===== config.mk =====
export PLATFORM = sky130hd
export DESIGN_NAME = rat_round_seq
export DESIGN_NICKNAME = d
export VERILOG_FILES = /design/src/rtl/rat_pkg.sv /design/src/rtl/rat_divstep.sv /design/src/rtl/rat_round_seq.sv
export SDC_FILE = /design/constraint.sdc
export NUM_CORES = 1
export LEC_CHECK = 0
export CAP_MARGIN = 5
export CORE_MARGIN = 5
export CORE_UTILIZATION = 45
export DETAILED_ROUTE_END_ITERATION = 12
export MAX_ROUTING_LAYER = met4
export PLACE_DENSITY = 0.68
export SETUP_SLACK_MARGIN = 0.3
export SLEW_MARGIN = 20
export SYNTH_ARGS = -nofsm -noshare
export SYNTH_HDL_FRONTEND = slang
export SYNTH_SLANG_ARGS = --single-unit

===== constraint.sdc =====
create_clock -name clk -period 4.9 [get_ports clk]
set_clock_uncertainty 0.05 [all_clocks]
set_input_delay 1.225 -clock clk [delete_from_list [all_inputs] [get_ports clk]]
set_output_delay 1.225 -clock clk [all_outputs]
set_load 0.05 [all_outputs]

===== src/rtl/rat_pkg.sv =====
// Shared types and sizing helpers for the rational rounding datapath.
package rat_pkg;

  typedef enum logic [1:0] {
    RND_NEAREST = 2'b00,
    RND_FLOOR   = 2'b01,
    RND_CEIL    = 2'b10,
    RND_EVEN    = 2'b11
  } rat_mode_e;

  typedef enum logic [1:0] {
    IDLE,
    DIV,
    RND,
    DONE
  } rat_round_state_e;

  localparam int unsigned RAT_WIDTH = 32;
  localparam int unsigned RAT_CNT_W = $clog2(RAT_WIDTH);

  // Bit-counter width for a given operand width; the counter only ever holds WIDTH-1.
  function automatic int unsigned rat_cnt_width(int unsigned width);
    return (width < 2) ? 1 : $clog2(width);
  endfunction

endpackage


===== src/rtl/rat_divstep.sv =====
// One combinational restoring-division step: shift in the next numerator bit, subtract if it fits.
module rat_divstep #(
  parameter int unsigned WIDTH = 32
) (
  input  logic [WIDTH:0]   r,
  input  logic             num_bit,
  input  logic [WIDTH-1:0] den,
  output logic [WIDTH:0]   r_next,
  output logic             q_bit
);

  logic [WIDTH+1:0] shifted;
  logic [WIDTH+1:0] diff;

  always_comb begin
    shifted = {r, num_bit};
    diff    = shifted - {2'b00, den};
    q_bit   = (shifted >= {2'b00, den});
    // r < den always holds, so the top bit of shifted is zero and truncation is lossless.
    r_next  = (WIDTH+1)'(q_bit ? diff : shifted);
  end

endmodule


===== src/rtl/rat_round_seq.sv =====
// Bit-serial rational-to-integer rounder with valid/ready handshakes.
// Define RAT_ROUND_HALF_EVEN_EN to enable round-half-to-even for mode 11 (else it acts as mode 00).
module rat_round_seq
  import rat_pkg::*;
#(
  parameter int unsigned WIDTH = 32
) (
  input  logic             clk,
  input  logic             rst,
  input  logic             in_valid,
  output logic             in_ready,
  input  logic [WIDTH-1:0] in_num,
  input  logic [WIDTH-1:0] in_den,
  input  logic [1:0]       in_mode,
  output logic             out_valid,
  input  logic             out_ready,
  output logic [WIDTH-1:0] out_num,
  output logic [WIDTH-1:0] out_den,
  output logic             out_inexact,
  output logic             out_div_zero
);

  localparam int unsigned CntW = rat_cnt_width(WIDTH);

  rat_round_state_e state_q, state_d;
  logic [CntW-1:0]  cnt_q, cnt_d;
  logic [WIDTH-1:0] num_q, num_d;
  logic [WIDTH-1:0] den_q, den_d;
  rat_mode_e        mode_q, mode_d;
  logic [WIDTH-1:0] q_q, q_d;
  logic [WIDTH:0]   r_q, r_d;
  logic             in_ready_q, in_ready_d;
  logic             out_valid_q, out_valid_d;
  logic [WIDTH-1:0] out_num_q, out_num_d;
  logic [WIDTH-1:0] out_den_q, out_den_d;
  logic             out_inexact_q, out_inexact_d;
  logic             out_div_zero_q, out_div_zero_d;

  logic [WIDTH:0]   step_r;
  logic             step_q;

  rat_divstep #(
    .WIDTH (WIDTH)
  ) u_divstep (
    .r       (r_q),
    .num_bit (num_q[cnt_q]),
    .den     (den_q),
    .r_next  (step_r),
    .q_bit   (step_q)
  );

  // Exact half-way compare: 2r against den at WIDTH+2 bits.
  logic [WIDTH+1:0] twice_r;
  logic [WIDTH+1:0] den_ext;
  logic             rem_nz;
  logic             half_ge;
  logic             round_up;
  logic [WIDTH-1:0] rounded;
`ifdef RAT_ROUND_HALF_EVEN_EN
  logic             half_gt;
  logic             half_eq;
`endif

  always_comb begin
    twice_r  = {r_q, 1'b0};
    den_ext  = {2'b00, den_q};
    rem_nz   = |r_q;
    half_ge  = (twice_r >= den_ext);
`ifdef RAT_ROUND_HALF_EVEN_EN
    half_gt  = (twice_r > den_ext);
    half_eq  = (twice_r == den_ext);
`endif
    round_up = 1'b0;
    unique case (mode_q)
      RND_NEAREST: round_up = half_ge;
      RND_FLOOR:   round_up = 1'b0;
      RND_CEIL:    round_up = rem_nz;
`ifdef RAT_ROUND_HALF_EVEN_EN
      RND_EVEN:    round_up = half_gt | (half_eq & q_q[0]);
`else
      RND_EVEN:    round_up = half_ge;
`endif
      default:     round_up = 1'b0;
    endcase
    // Cannot overflow: den >= 2 keeps q below 2^(WIDTH-1), den == 1 leaves r == 0.
    rounded = q_q + WIDTH'(round_up);
  end

  always_comb begin
    state_d        = state_q;
    cnt_d          = cnt_q;
    num_d          = num_q;
    den_d          = den_q;
    mode_d         = mode_q;
    q_d            = q_q;
    r_d            = r_q;
    out_num_d      = out_num_q;
    out_den_d      = out_den_q;
    out_inexact_d  = out_inexact_q;
    out_div_zero_d = out_div_zero_q;

    unique case (state_q)
      IDLE: begin
        if (in_valid && in_ready_q) begin
          num_d  = in_num;
          den_d  = in_den;
          mode_d = rat_mode_e'(in_mode);
          if (in_den == '0) begin
            out_num_d      = '0;
            out_den_d      = '0;
            out_inexact_d  = 1'b0;
            out_div_zero_d = 1'b1;
            state_d        = DONE;
          end else begin
            q_d     = '0;
            r_d     = '0;
            cnt_d   = CntW'(WIDTH - 1);
            state_d = DIV;
          end
        end
      end
      DIV: begin
        r_d        = step_r;
        q_d[cnt_q] = step_q;
        if (cnt_q == '0) begin
          state_d = RND;
        end else begin
          cnt_d = cnt_q - 1'b1;
        end
      end
      RND: begin
        out_num_d      = rounded;
        out_den_d      = WIDTH'(1);
        out_inexact_d  = rem_nz;
        out_div_zero_d = 1'b0;
        state_d        = DONE;
      end
      DONE: begin
        if (out_ready) begin
          out_num_d      = '0;
          out_den_d      = '0;
          out_inexact_d  = 1'b0;
          out_div_zero_d = 1'b0;
          state_d        = IDLE;
        end
      end
      default: state_d = IDLE;
    endcase

    // Handshake flags are registered from the next state, keeping out_ready off any comb path.
    in_ready_d  = (state_d == IDLE);
    out_valid_d = (state_d == DONE);
  end

  always_ff @(posedge clk) begin
    if (rst) begin
      state_q        <= IDLE;
      cnt_q          <= '0;
      num_q          <= '0;
      den_q          <= '0;
      mode_q         <= RND_NEAREST;
      q_q            <= '0;
      r_q            <= '0;
      in_ready_q     <= 1'b0;
      out_valid_q    <= 1'b0;
      out_num_q      <= '0;
      out_den_q      <= '0;
      out_inexact_q  <= 1'b0;
      out_div_zero_q <= 1'b0;
    end else begin
      state_q        <= state_d;
      cnt_q          <= cnt_d;
      num_q          <= num_d;
      den_q          <= den_d;
      mode_q         <= mode_d;
      q_q            <= q_d;
      r_q            <= r_d;
      in_ready_q     <= in_ready_d;
      out_valid_q    <= out_valid_d;
      out_num_q      <= out_num_d;
      out_den_q      <= out_den_d;
      out_inexact_q  <= out_inexact_d;
      out_div_zero_q <= out_div_zero_d;
    end
  end

  assign in_ready     = in_ready_q;
  assign out_valid    = out_valid_q;
  assign out_num      = out_num_q;
  assign out_den      = out_den_q;
  assign out_inexact  = out_inexact_q;
  assign out_div_zero = out_div_zero_q;

endmodule


==> impl_metrics.csv <==
group,metric,value,unit
place,routabilityCongestion,0.903,
routing,drc,0,
power,combPwrFrac,60.8,%
routing,vias,8883,
power,p_int,4330,uW
power,power.leakage,0.00440,uW
yosys,ys_types,67,
run,drv_cap,0,
finish,nNetsFinal,1443,
sta,max_slew_margin,32.1,%
floorplan,core-area,21600,um2
yosys,ys_ff_latch,175,
yosys,synth_edf_count,0,
routing,wl,26200,um
critical_path,worstRegToRegCells,18,
power,netSwitchingPower,3950,uW
clock_tree,worstSkewPairLatency,0.44,ns
floorplan,initial_core_util,45.3,%
yosys,syn_area,9800,um2
place,hpwl,19000,um
routing,drt_iter0_drc,658,
grt,antenna_found_initial,1,
critical_path,cp-endpoint,"out_num[31]",
sta,whs,0.406,ns
yosys,synth_seq_area_share,35.8,%
power,swShare,47.7,%
clock_tree,clockBufferDepth,2,
yosys,synthFlopType,"dfxtp_1",
power,pwr-share-clk,17.1,%
routing,wl_per_cell,16.1,um
critical_path,end_kind,"register",
finish,syn2layout_area_growth,17.9,%
min_path,hold_depth,2,
sta,fin_setup_tns,0,ns
clock_tree,clock-root-buffer,"clkbuf_16",
yosys,yosysMostFrequentCell,"nand2_1",
clock_tree,postCtsSetupBuffers,0,
grt,grt.total_usage,21.9,%
clock_tree,hold_buffers,0,
routing,wl_met3,1710,um
yosys,synthTopCellsByCount,"nand2_1 (241), a21oi_1 (178), dfxtp_1 (175)",
sta,fin_crit,4.25,ns
sta,worstMarginPinSlew,1.02,ns
critical_path,arrival,4.52,ns
routing,wl_met1,12400,um
routing,routed_via_density,5.47,
sta,finalCritPeriodShare,86.7,%
grt,grt_remaining_overflow,0,
sta,rsz0062_at_grt,"false",
sta,max_freq,235,MHz
floorplan,rows,54,
power,seqPwrFrac,22.0,%
place,port_buffers,106,
finish,drive_gt1_share,6.62,%
sta,slew_violations,0,
clock_tree,path_clk_slew,0.07,ns
grt,grt_pass1_vias,8468,
floorplan,ios,138,
critical_path,r2r-start,"den_q[28]",
yosys,async_reset_ff_share,0,%
clock_tree,cts_tree,"yes",
yosys,synth_area_per_cell,7.75,um2
floorplan,dieHeight,158,um
finish,final_util,53.4,%
grt,grt_start_max_net_pins,78,
routing,routed.top_layer,"met4",
min_path,hp-class,"reg2reg",
routing,wl_met2,11700,um
finish,fillers,2092,
yosys,synth_top_area_cell,"dfxtp_1",
critical_path,crit_type,"reg2reg",
floorplan,dieArea,24800,um2
sta,setup_viol,0,
yosys,yosysTopAreaCellShare,35.8,%
grt,grt_pass1_wl,43000,um
critical_path,crit_path_start,"den_q[28]",
routing,detail_route.first_pass.iterations,5,
yosys,synth.area.top_cells,"dfxtp_1 (36%), nand2_1 (9.2%), a21oi_1 (9.1%)",
yosys,syn_inst,1264,
critical_path,cp-start-kind,"register",
clock_tree,h-tree-depth,4,
sta,hold_viol,0,
floorplan,die_w,158,um
critical_path,reg2reg_slack,0.65,ns
critical_path,path_max_fanout,7,
critical_path,r2r-end,"out_num[31]",
clock_tree,cts_buffers,17,
critical_path,required,5.18,ns
yosys,yosysWarnings,0,
power,ir_drop,511,uV
routing,antenna_left,0,
status,outcome,"complete, no violations",
clock_tree,cts_num_sinks,175,
power,p_per_area,717,nW/um2
## per-stage QoR
step	worst slack [ns]	instances	total power (uW)	instance area, um2
2_1_floorplan	1.10	1294	5760	9910
3_3_place_gp	0.596	1592	6810	10900
3_5_place_dp	0.532	1592	6820	10900
4_1_cts	0.519	1624	8260	11500
5_1_grt	0.256	1625	8880	11600
6_report	0.653	1625	8280	11600
## flip-flops by register name, summed over array words and instances (netlist names)
| register | cells |
|---|---|
| out_den | 1 |
| out_inexact | 1 |
| r_q | 33 |
| mode_q | 2 |
| out_num | 32 |
| den_q | 32 |
| state_q | 2 |
| num_q | 32 |
| out_valid | 1 |
| q_q | 32 |
| cnt_q | 5 |
| in_ready | 1 |
| out_div_zero | 1 |
## final cells by class
| cell class | instances | area, um2 | area share (%) |
|---|---|---|---|
| Clock inverter | 14 | 174 | 1.51 |
| Inverter | 45 | 169 | 1.46 |
| Antenna cell | 1 | 2.50 | 0.0217 |
| Tap cell | 280 | 350 | 3.03 |
| Sequential cell | 175 | 3500 | 30.3 |
| Multi-Input combinational cell | 966 | 5700 | 49.4 |
| Timing Repair Buffer | 126 | 1210 | 10.5 |
| Clock buffer | 18 | 439 | 3.80 |
## how the worst min path moves through the flow
| stage | slack [ns] | end | startpoint |
|---|---|---|---|
| 6_report | 0.41 | den_q[10] | den_q[10] |
| 5_1_grt | 0.42 | num_q[4] | num_q[4] |
| 4_1_cts | 0.41 | den_q[11] | den_q[11] |
| 3_5_place_dp | 0.40 | out_num[27] | out_num[27] |
| 3_3_place_gp | 0.39 | den_q[20] | den_q[20] |
| 2_1_floorplan | 0.38 | num_q[10] | num_q[10] |
## routing by layer
metal	track usage, %	vias up
met5	-	-
met4	5.33	0
met3	5.39	37
met2	33.6	237
met1	29.0	4131
li1	-	4478
## worst max-delay path: stages (launching register included)
cell,delay (ns)
dfxtp_1,0.33
inv_1,0.05
ha_1,0.38
and3_1,0.22
and2_1,0.21
nand4_1,0.16
nor3_1,0.28
a21oi_2,0.13
o21ai_0,0.10
a21oi_1,0.09
nor2_1,0.22
ha_1,0.25
nand3_1,0.15
nor2_1,0.34
nand3_2,0.29
nor4_4,0.45
nand4_1,0.15
xor2_1,0.18
o21ai_1,0.08
## cells in the final DEF, fill, tap and decap left out, drive strengths merged, types with 5 or more instances in the layout
| cell | count |
|---|---|
| a21o | 19 |
| a21oi | 181 |
| a22o | 18 |
| a22oi | 35 |
| a31oi | 9 |
| a32oi | 5 |
| and3 | 13 |
| buf | 21 |
| clkbuf | 18 |
| clkdlybuf4s50 | 105 |
| conb | 31 |
| dfxtp | 175 |
| ha | 41 |
| inv | 52 |
| mux4 | 8 |
| nand2 | 241 |
| nand2b | 9 |
| nand3 | 22 |
| nand4 | 12 |
| nor2 | 76 |
| nor2b | 10 |
| nor3 | 14 |
| nor4 | 17 |
| o21a | 5 |
| o21ai | 90 |
| o21bai | 9 |
| xnor2 | 38 |
| xor2 | 26 |
## cell families (layout without fill, tap and decap cells)
family,Yosys count,in the layout,synth area share (%)
xor+xnor,64,64,5.72
other cells,1,32,0.0383
simple gates,427,427,19.5
compound gates,393,393,24.2
flops,175,175,35.8
buf+inv,153,203,7.43
mux,9,9,1.94
fa+ha+maj,42,42,5.44
## power by group through the flow
stage          clock network [uW]  logic [uW]  registers (uW)
2_1_floorplan                   0        3970            1790
3_3_place_gp                    0        4970            1850
3_5_place_dp                    0        4970            1860
4_1_cts                      1440        4990            1820
5_1_grt                      1510        5520            1860
6_report                     1420        5040            1830
## what timing repair did
action,CTS,global route
endpoints found under the setup margin,0,9
gates resized for setup,0,3
endpoints found under the hold margin,0,0
Power figures use the tool's default switching activity.
